`src/rtl/i2s_pkg.sv`:
```
// rtl/i2s_pkg.sv - shared I2S defaults and frame/slot helpers for TX and RX
package i2s_pkg;

    localparam int DATA_W_DEF     = 16;
    localparam int SLOT_W_DEF     = 32;
    localparam int BCLK_DIV_DEF   = 8;
    localparam int FRAME_BITS_DEF = 2 * SLOT_W_DEF;

    // BCLK periods in one stereo frame (left slot + right slot)
    function automatic int frame_bits(input int slot_w);
        return 2 * slot_w;
    endfunction

    // Position of a frame bit inside its channel slot; 0 is the one-bit I2S delay slot
    function automatic int slot_pos(input int bit_idx, input int slot_w);
        return (bit_idx >= slot_w) ? bit_idx - slot_w : bit_idx;
    endfunction

endpackage

```
`src/rtl/i2s_transmit_master_if.sv`:
```
// rtl/i2s_transmit_master_if.sv - stereo sample valid/ready handshake bundle
interface i2s_transmit_master_if #(
    parameter int DATA_W = 16
) ();

    logic              in_valid;
    logic [DATA_W-1:0] in_left;
    logic [DATA_W-1:0] in_right;
    logic              in_ready;

    modport master (
        output in_valid,
        output in_left,
        output in_right,
        input  in_ready
    );

    modport slave (
        input  in_valid,
        input  in_left,
        input  in_right,
        output in_ready
    );

endinterface

```
`src/rtl/i2s_clk_gen.sv`:
```
// rtl/i2s_clk_gen.sv - BCLK/LRCLK generator with rise/fall ticks and frame bit counter
module i2s_clk_gen
    import i2s_pkg::*;
#(
    parameter  int SLOT_W     = SLOT_W_DEF,
    parameter  int BCLK_DIV   = BCLK_DIV_DEF,
    localparam int FRAME_BITS = frame_bits(SLOT_W),
    localparam int CW         = $clog2(BCLK_DIV),
    localparam int BW         = $clog2(FRAME_BITS)
) (
    input  logic          clk,
    input  logic          rst_n,
    output logic          bclk,
    output logic          lrclk,
    output logic          rise_tick,
    output logic          fall_tick,
    output logic          frame_wrap,
    output logic [BW-1:0] bit_cnt
);

    logic [CW-1:0] cnt_q, cnt_d;
    logic          bclk_q, bclk_d;
    logic          lrclk_q, lrclk_d;
    logic [BW-1:0] bit_cnt_q, bit_cnt_d;
    logic          cnt_last;

    assign cnt_last   = (cnt_q == CW'(BCLK_DIV - 1));
    assign rise_tick  = cnt_last & ~bclk_q;
    assign fall_tick  = cnt_last &  bclk_q;
    assign frame_wrap = fall_tick & (bit_cnt_q == BW'(FRAME_BITS - 1));

    assign bclk    = bclk_q;
    assign lrclk   = lrclk_q;
    assign bit_cnt = bit_cnt_q;

    // Half-period divider toggles BCLK; frame position and word select move on the falling edge
    always_comb begin
        cnt_d     = cnt_q;
        bclk_d    = bclk_q;
        lrclk_d   = lrclk_q;
        bit_cnt_d = bit_cnt_q;
        if (cnt_last) begin
            cnt_d  = '0;
            bclk_d = ~bclk_q;
        end else begin
            cnt_d = cnt_q + CW'(1);
        end
        if (fall_tick) begin
            bit_cnt_d = frame_wrap ? '0 : bit_cnt_q + BW'(1);
            lrclk_d   = (int'(bit_cnt_d) >= SLOT_W);
        end
    end

    // Clock generator state
    always_ff @(posedge clk or negedge rst_n) begin
        if (!rst_n) begin
            cnt_q     <= '0;
            bclk_q    <= 1'b0;
            lrclk_q   <= 1'b0;
            bit_cnt_q <= '0;
        end else begin
            cnt_q     <= cnt_d;
            bclk_q    <= bclk_d;
            lrclk_q   <= lrclk_d;
            bit_cnt_q <= bit_cnt_d;
        end
    end

endmodule

```
`src/rtl/i2s_transmit_master.sv`:
```
// rtl/i2s_transmit_master.sv - I2S master transmitter, Philips timing; option macro I2S_TX_MUTE_ON_UNDERFLOW_EN
module i2s_transmit_master
    import i2s_pkg::*;
#(
    parameter  int DATA_W     = DATA_W_DEF,
    parameter  int SLOT_W     = SLOT_W_DEF,
    parameter  int BCLK_DIV   = BCLK_DIV_DEF,
    localparam int FRAME_BITS = frame_bits(SLOT_W),
    localparam int BW         = $clog2(FRAME_BITS),
    localparam int IW         = $clog2(DATA_W)
) (
    input  logic                  CLOCK_50,
    input  logic                  reset_n,
    i2s_transmit_master_if.slave  s_if,
    output logic                  i2s_bclk,
    output logic                  i2s_lrclk,
    output logic                  i2s_sd,
    output logic                  frame_start,
    output logic                  underflow
);

    logic          rise_tick;
    logic          fall_tick;
    logic          frame_wrap;
    logic [BW-1:0] bit_cnt;

    i2s_clk_gen #(
        .SLOT_W   (SLOT_W),
        .BCLK_DIV (BCLK_DIV)
    ) u_clk_gen (
        .clk        (CLOCK_50),
        .rst_n      (reset_n),
        .bclk       (i2s_bclk),
        .lrclk      (i2s_lrclk),
        .rise_tick  (rise_tick),
        .fall_tick  (fall_tick),
        .frame_wrap (frame_wrap),
        .bit_cnt    (bit_cnt)
    );

    logic              hold_full_q, hold_full_d;
    logic [DATA_W-1:0] hold_l_q, hold_l_d;
    logic [DATA_W-1:0] hold_r_q, hold_r_d;
    logic [DATA_W-1:0] act_l_q, act_l_d;
    logic [DATA_W-1:0] act_r_q, act_r_d;
    logic              sd_pre_q, sd_pre_d;
    logic              sd_q, sd_d;
    logic              frame_start_q, frame_start_d;
    logic              underflow_q, underflow_d;
    logic              accept;

    logic [BW-1:0]     next_bit;
    int                next_pos;
    logic [DATA_W-1:0] next_word;
    logic              next_sd;

    assign accept        = s_if.in_valid & ~hold_full_q;
    assign s_if.in_ready = ~hold_full_q;
    assign i2s_sd        = sd_q;
    assign frame_start   = frame_start_q;
    assign underflow     = underflow_q;

    // Data bit for the frame position that the next BCLK fall will present
    always_comb begin
        next_bit  = (bit_cnt == BW'(FRAME_BITS - 1)) ? '0 : bit_cnt + BW'(1);
        next_pos  = slot_pos(int'(next_bit), SLOT_W);
        next_word = (int'(next_bit) >= SLOT_W) ? act_r_q : act_l_q;
        next_sd   = 1'b0;
        if ((next_pos >= 1) && (next_pos <= DATA_W)) begin
            next_sd = next_word[IW'(DATA_W - next_pos)];
        end
    end

    // Holding/active registers, frame pulses and serial data staging
    always_comb begin
        hold_full_d   = hold_full_q;
        hold_l_d      = hold_l_q;
        hold_r_d      = hold_r_q;
        act_l_d       = act_l_q;
        act_r_d       = act_r_q;
        sd_pre_d      = sd_pre_q;
        sd_d          = sd_q;
        frame_start_d = frame_wrap;
        underflow_d   = frame_wrap & ~hold_full_q;

        if (frame_wrap) begin
            if (hold_full_q) begin
                act_l_d = hold_l_q;
                act_r_d = hold_r_q;
            end else begin
`ifdef I2S_TX_MUTE_ON_UNDERFLOW_EN
                act_l_d = '0;
                act_r_d = '0;
`else
                act_l_d = act_l_q;
                act_r_d = act_r_q;
`endif
            end
            hold_full_d = 1'b0;
        end

        // A pair accepted in the load cycle lands after the old contents moved out
        if (accept) begin
            hold_l_d    = s_if.in_left;
            hold_r_d    = s_if.in_right;
            hold_full_d = 1'b1;
        end

        // Bit is picked half a BCLK early so the fall edge only moves a flop to the pin
        if (rise_tick) begin
            sd_pre_d = next_sd;
        end
        if (fall_tick) begin
            sd_d = sd_pre_q;
        end
    end

    // Transmitter state
    always_ff @(posedge CLOCK_50 or negedge reset_n) begin
        if (!reset_n) begin
            hold_full_q   <= 1'b0;
            hold_l_q      <= '0;
            hold_r_q      <= '0;
            act_l_q       <= '0;
            act_r_q       <= '0;
            sd_pre_q      <= 1'b0;
            sd_q          <= 1'b0;
            frame_start_q <= 1'b0;
            underflow_q   <= 1'b0;
        end else begin
            hold_full_q   <= hold_full_d;
            hold_l_q      <= hold_l_d;
            hold_r_q      <= hold_r_d;
            act_l_q       <= act_l_d;
            act_r_q       <= act_r_d;
            sd_pre_q      <= sd_pre_d;
            sd_q          <= sd_d;
            frame_start_q <= frame_start_d;
            underflow_q   <= underflow_d;
        end
    end

endmodule

```
`src/flat_wrapper.sv`:
```
// flat-port wrapper written by rule: the top's interface ports become plain ports
module i2s_transmit_master_flat import i2s_pkg::*;
#(
    parameter  int DATA_W     = DATA_W_DEF,
    parameter  int SLOT_W     = SLOT_W_DEF,
    parameter  int BCLK_DIV   = BCLK_DIV_DEF,
    localparam int FRAME_BITS = frame_bits(SLOT_W),
    localparam int BW         = $clog2(FRAME_BITS),
    localparam int IW         = $clog2(DATA_W)
)
  (CLOCK_50, reset_n, i2s_bclk, i2s_lrclk, i2s_sd, frame_start, underflow, s_if_in_valid, s_if_in_left, s_if_in_right, s_if_in_ready);
  i2s_transmit_master_if #(.DATA_W(DATA_W)) s_if_i ();
  input  logic CLOCK_50;
  input  logic reset_n;
  output logic i2s_bclk;
  output logic i2s_lrclk;
  output logic i2s_sd;
  output logic frame_start;
  output logic underflow;
  input wire logic [$bits(s_if_i.in_valid)-1:0] s_if_in_valid;
  input wire logic [$bits(s_if_i.in_left)-1:0] s_if_in_left;
  input wire logic [$bits(s_if_i.in_right)-1:0] s_if_in_right;
  output wire logic [$bits(s_if_i.in_ready)-1:0] s_if_in_ready;
  assign s_if_i.in_valid = s_if_in_valid;
  assign s_if_i.in_left = s_if_in_left;
  assign s_if_i.in_right = s_if_in_right;
  assign s_if_in_ready = s_if_i.in_ready;
  i2s_transmit_master #(.DATA_W(DATA_W), .SLOT_W(SLOT_W), .BCLK_DIV(BCLK_DIV)) u_core (.CLOCK_50(CLOCK_50), .reset_n(reset_n), .s_if(s_if_i), .i2s_bclk(i2s_bclk), .i2s_lrclk(i2s_lrclk), .i2s_sd(i2s_sd), .frame_start(frame_start), .underflow(underflow));
endmodule
```
`config.mk`:
```
export PLATFORM = sky130hd
export DESIGN_NAME = i2s_transmit_master_flat
export DESIGN_NICKNAME = d
export VERILOG_FILES = /design/src/rtl/i2s_pkg.sv /design/src/rtl/i2s_transmit_master_if.sv /design/src/rtl/i2s_clk_gen.sv /design/src/rtl/i2s_transmit_master.sv /design/src/flat_wrapper.sv
export SDC_FILE = /design/constraint.sdc
export NUM_CORES = 1
export LEC_CHECK = 0
export ABC_AREA = 1
export CAP_MARGIN = 5
export CELL_PAD_IN_SITES_DETAIL_PLACEMENT = 0
export CELL_PAD_IN_SITES_GLOBAL_PLACEMENT = 1
export CORE_ASPECT_RATIO = 1.25
export CORE_UTILIZATION = 35
export CTS_CLUSTER_DIAMETER = 200
export DETAILED_ROUTE_END_ITERATION = 12
export PLACE_DENSITY_LB_ADDON = 0.08
export SLEW_MARGIN = 40
export SYNTH_ARGS = -nofsm -noshare
export SYNTH_HDL_FRONTEND = slang
export SYNTH_SLANG_ARGS = --single-unit
export TNS_END_PERCENT = 30
```
`constraint.sdc`:
```
create_clock -name CLOCK_50 -period 3.6 [get_ports CLOCK_50]
set_input_delay 0.72 -clock CLOCK_50 [delete_from_list [all_inputs] [get_ports CLOCK_50]]
set_output_delay 0.72 -clock CLOCK_50 [all_outputs]
set_load 0.1 [all_outputs]
```
==> summary.txt <==
STA
  – Period utilization: 60.6%
  – Final WS setup: 1.42 ns
  – Slew HR: 52.6%
  – Slew @ Worst Pin: 0.709 ns
  – Clock skew: 0.00643 ns
  – Max Slew Vio Count: 0
  – Tmin final: 2.18 ns
  – Final Hold Vio Count: 0
  – Setup violations, final: 0
  – RSZ-0062 raised after global routing: no
  – Setup TNS: 0 ns
  – Worst hold margin: 0.424 ns
  – Fmax: 0.459 GHz

Routing
  – Vias: 2585
  – Routed length per placed instance: 12.7 um
  – Via-to-Cell Ratio: 4.54
  – Final ANT Viol Nets: 0
  – Routed Wire Length: 7270 um
  – DRC violations left: 0
  – DR iter-0 viols: 89
  – Pre-antenna DRT Iters: 4

Worst hold path
  – Hold Crit Endpoint: u_core.u_clk_gen.cnt_q[0]$_DFF_PN0_
  – Hold_sp: u_core.u_clk_gen.cnt_q[0]$_DFF_PN0_
  – Hold Path Class: reg2reg
  – WHS Path Cells: 1

CTS
  – H-tree depth: 3
  – Clock Latency Late Sink: 0.33 ns
  – Clock sink count: 80
  – Root Driver: clkbuf_16
  – Clock transition at the registers of the reported paths: 0.06 ns
  – Postcts setup bufs: 0
  – Hold-fix buffers, CTS: 0
  – CTS tree: yes
  – Total CTS buffers: 9
  – # resized after CTS: 0
  – Worst-case clock buffer depth: 2

Final layout
  – Layout cells sized above 1: 11.5%
  – Syn-to-layout area delta: 21.6%
  – Net count, final: 480
  – Commonest non-fill, non-tap cell in the layout: nand2_1
  – Commonest cells after routing, fill and taps aside: nand2_1 (86), dfrtp_1 (80), inv_1 (46), nor2_1 (44), o21ai_0 (34)
  – # fillers: 996
  – Final core area utilization: 44.6%
  – Diode count: 0

Logic synthesis
  – Synth Cell Area: 3570 sq um
  – Register area share after synthesis: 56.0%
  – Avg Inst Size Synth: 8.89 sq um
  – Synth top area share: 56.0%
  – Post-synth cell types: 27
  – Yosys warnings: 0
  – Synth Register Bits: 80
  – Synth area leader: dfrtp_1
  – Post-Synthesis Net Count: 442
  – Main area contributors after synthesis: dfrtp_1 (56%), nand2_1 (9.1%), inv_1 (4.8%), o21ai_0 (4.8%), nor2_1 (4.6%)
  – Syn Inst Count: 402

Worst setup path
  – Worst R2R End: u_core.act_l_q[2]$_DFFE_PN0P_
  – Data arrival time of the critical path: 2.40 ns
  – CP max FO: 49
  – Worst reg2reg setup slack: 1.42 ns
  – Worst Path Required: 3.81 ns
  – Worst Reg-to-Reg Cells: 6
  – R2r startpoint: u_core.u_clk_gen.cnt_q[0]$_DFF_PN0_
  – Setup CP Type: reg2reg
  – Worst Setup SP: u_core.u_clk_gen.cnt_q[0]$_DFF_PN0_
  – Setup crit start kind: flip-flop
  – CP Capture Type: flip-flop

Floorplan
  – Die Span Y: 115 um
  – Core Area: 9760 sq um
  – DIE WIDTH: 92.4 um
  – Row cnt: 40
  – # IOs: 41
  – Die Area: 10600 sq um
  – Initial core utilization: 36.6%

Global route
  – Vias in the first global route: 2608
  – First-pass GRT wire length: 12600 um
  – Congestion Overflow GR: 0
  – Maximum number of pins on one net before global-route repair: 81
  – Initial antenna violation count: 0
  – GRT Total Usage: 15.4%

Power and ir drop
  – Leakage Power: 0.00212 uW
  – PwrDens: 449 nW/um^2
  – Total power: 1950 uW
  – Max IR drop VDD: 0.181 mV

Status
  – Outcome: completed

Flow run
  – Number of max-cap violations: 0

Place
  – Placer congestion estimate: 0.807
  – Dpl hpwl: 5130 um
  – Port bufs: 40
  – Pre-CTS WS: 1.13 ns
==> flip-flops by register name, indices dropped and copies added (netlist names) <==
name / count
u_core.act_l_q: 16
u_core.act_r_q: 16
u_core.hold_l_q: 16
u_core.hold_r_q: 16
u_core.u_clk_gen.bit_cnt: 6
u_core.u_clk_gen.cnt_q: 3
u_core.frame_start: 1
u_core.hold_full_q: 1
u_core.i2s_sd: 1
u_core.sd_pre_q: 1
u_core.u_clk_gen.bclk: 1
u_core.u_clk_gen.lrclk: 1
u_core.underflow: 1
==> stage by stage <==
step | instance area [sq um] | std cells
2_1_floorplan | 3570 | 402
3_3_place_gp | 4070 | 555
3_5_place_dp | 4050 | 555
4_1_cts | 4340 | 570
5_1_grt | 4350 | 570
6_report | 4350 | 570
==> logic make-up after synthesis <==
group	synth area share, %
muxes	3.15
buffers and inverters	7.14
AOI/OAI and AO/OA	9.84
xor gates and xnor gates	0.980
adders and majority gates	1.75
DFF	56.0
and+or+nand+nor	21.1
==> per-layer routing <==
layer,wire length [um],share of wire [%],track usage [%]
met4,111,1.5,6.25
met3,197,2.7,3.57
met5,0,0,0
met1,3370,46,18.9
met2,3590,49,26.2
==> final cells by class <==
type	count	area, sq um	area share [%]
clock buffers	11	243	5.58
clock inverters	4	53.8	1.24
inverters	48	180	4.14
multi-input cells	259	1330	30.5
flip-flops and latches	80	2000	46.0
well taps	126	158	3.63
repair buffers	42	387	8.89
==> worst max-delay path by stage <==
stage,to
finish,u_core.act_l_q[2]$_DFFE_PN0P_
detailed placement,u_core.act_r_q[2]$_DFFE_PN0P_
floorplan,u_core.act_l_q[1]$_DFFE_PN0P_
CTS,u_core.act_r_q[2]$_DFFE_PN0P_
global placement,u_core.act_l_q[3]$_DFFE_PN0P_
global route,u_core.act_r_q[2]$_DFFE_PN0P_
==> worst max-delay path: stages (launching register included) <==
cell     delay (ns)
dfrtp_1        0.37
ha_1           0.20
ha_1           0.24
nand2_1        0.38
nor2_2         0.12
nand2_4        0.36
mux2_2         0.39
==> Yosys cell counts, drive strengths merged <==
library cell / count
a211oi: 2
a21oi: 28
a31oi: 1
buf: 3
clkbuf: 12
dfrtp: 80
ha: 5
inv: 48
mux2: 10
nand2: 95
nand3: 25
nor2: 50
nor3: 1
o211ai: 1
o21ai: 35
o21bai: 1
or2: 1
xnor2: 1
xor2: 3
==> power breakdown <==
part           switching [uW]  internal, uW
sequential               12.6           941
combinational            49.2          52.6
clock                     344           554
(Power assumes the default switching activity.)
==> edit, RTL diff (same settings) <==
The output `underflow` loses its register stage (`underflow_q` becomes a continuous assignment).
--- a/src/rtl/i2s_transmit_master.sv
+++ b/src/rtl/i2s_transmit_master.sv
@@ -126,7 +126,6 @@
             sd_pre_q      <= 1'b0;
             sd_q          <= 1'b0;
             frame_start_q <= 1'b0;
-            underflow_q   <= 1'b0;
         end else begin
             hold_full_q   <= hold_full_d;
             hold_l_q      <= hold_l_d;
@@ -136,9 +135,10 @@
             sd_pre_q      <= sd_pre_d;
             sd_q          <= sd_d;
             frame_start_q <= frame_start_d;
-            underflow_q   <= underflow_d;
         end
     end
 
+    assign underflow_q = underflow_d;
+
 endmodule
 
Check against the original RTL: same outputs for any inputs over 10 cycles, from zero or initial values and one cycle with reset_n low; that may be too few to reach the edited logic, so the function may still have changed.
==> edit against the unedited design <==
First-iteration DRC count rose by 5.6%. Design area is 0.78% lower. Total power is 2.3% lower. Area after synthesis shrank 0.70%. Die area decreased by 0.68%. Core utilization decreased by 0.12 points. Clock skew shrank 1.5 ps. Setup slack worse by 350 ps. Sequential power down 1%. Sequential cell count fell by 1. Routed wire length down 2.1%. Largest cell class unchanged.
==> edit: results (changes against the unedited design) <==
* Worst Max-Slew Pin Slew at 727.5 ps (was 709.0 ps)
* Crit path launch: u_core.u_clk_gen.bit_cnt[0] (was u_core.u_clk_gen.cnt_q[0])
* Vias in the first global route at 2518 (was 2608)
* DR iter-0 viols at 94 (was 89)
* Data arrival, critical path at 1810 ps (was 2400 ps)
* ANT cells at 0 (unchanged)
* Most instantiated cells after synthesis: nand2_1 (87), dfrtp_1 (79), inv_1 (46) (was nand2_1 (87), dfrtp_1 (80), inv_1 (46))
* Reg-to-Reg End: u_core.act_r_q[7] (was u_core.act_l_q[2])
* Clk buf depth at 2 (unchanged)
* NumNets Final at 479 (was 480)
* Final HPWL DP at 4961 um (was 5131 um)
* GRT Overall Usage at 15.22% (was 15.43%)
* Leak at 2.110 nW (was 2.117 nW)
* FF-to-FF path depth at 9 (was 6)
* Final Skew at 4.921 ps (was 6.431 ps)
* Post-CTS setup buffers at 0 (unchanged)
* First-pass GRT wire length at 12210 um (was 12610 um)
* Clk tree area frac at 6.439% (was 6.820%)
* Synth Area in Compound Gates at 9.905% (was 9.835%)
* Vias at 2589 (was 2585)
* Status: complete, no violations (unchanged)
* Top Family by Delay on Critical Path: simple AND/OR/NAND/NOR gates (unchanged)
* H-tree Lvls at 3 (unchanged)
* Multi-input combinational area share at 30.83% (was 30.47%)
* Yosys reg bits at 79 (was 80)
* Routability Congestion at 0.8145 (was 0.8067)
* Multi-input gates at 259 (unchanged)
* Antenna violations before repair at 0 (unchanged)
* Port Buf Inserts at 40 (unchanged)
* Synth area leaders: dfrtp_1 (56%), nand2_1 (9.2%), inv_1 (4.9%) (was dfrtp_1 (56%), nand2_1 (9.1%), inv_1 (4.8%))
* HP Class: input pin to asynchronous set/reset pin (was flop to flop)
* R2R setup slack at 1330 ps (was 1420 ps)
* Clock buffers created by TritonCTS at 9 (unchanged)
* Netlist cell types at 27 (unchanged)
* Post-synth ARST share at 100.0% (unchanged)
* Cell at the slowest stage of the critical path: dfrtp_1 (was mux2_2)
* CP peak stage delay at 450 ps (was 390 ps)
* Switch share at 20.88% (was 20.79%)
* Seq/Total Area, Yosys at 55.69% (was 56.00%)
* Largest net degree at the start of global routing at 80 (was 81)
* Multiplexer share of the synthesized area at 3.172% (was 3.150%)
* Clk pwr share at 45.4% (was 46.0%)
* Layout cells sized above 1 at 11.54% (was 11.49%)
* Synth Warn # at 0 (unchanged)
* Non-clk buf share at 9.078% (was 8.892%)
* Adder-Cell Fraction of Synth Area at 1.762% (was 1.750%)
* Invs w/o clock at 48 (unchanged)
* Clock root cell: clkbuf_16 (unchanged)
* FF+latch area at 1977 um^2 (was 2002 um^2)
* Clock buffer count at 10 (was 11)
* Worst-path clk slew at 60 ps (about the same)
* Fill count at 960 (was 996)
* Count of plain and timing-repair buffers at 42 (unchanged)
* Post-Synth XOR/XNOR Area at 0.9870% (was 0.9800%)
* P_comb at approximately 0.10 mW
* Syn nets at 441 (was 442)
* Drt total wl at 7113 um (was 7267 um)
* First-pass DRT Iterations at 4 (unchanged)
* Peak supply drop at 0.1891 mV (was 0.1808 mV)
* Max FO, Critical Path at 6 (was 49)
==> edit: cell types whose count changed after synthesis <==
cell,delta
dfrtp_1,-1
==> edit: worst max path at each step <==
stage	endpoint	slack (ps)	cells past startpoint
after floorplan	underflow	200	3
after global placement	u_core.hold_l_q[3]	1150	3
after detailed placement	u_core.act_r_q[1]	1320	8
after CTS	underflow	1060	6
after global routing	underflow	970	6
final	underflow	1070	6
==> edit: through the flow <==
step | instances | power [mW] | instance area [um^2] | hold WS (ps)
after floorplan | 401 | 0.9933 | 3555 | 403.1
after global placement | 554 | 1.058 | 4048 | 413.1
after detailed placement | 554 | 1.061 | 4036 | 415.9
after CTS | 568 | 1.934 | 4314 | 423.7
after global routing | 568 | 1.991 | 4314 | 454.3
final | 568 | 1.908 | 4314 | 393.7
==> edit: layer usage <==
layer  wire length [um]  vias up  track usage [%]
met5                  0        -                0
met4                162        0            8.125
met3                202       10            3.453
met2               3457       34            24.23
met1               3290     1199            19.29
li1                   -     1346                -
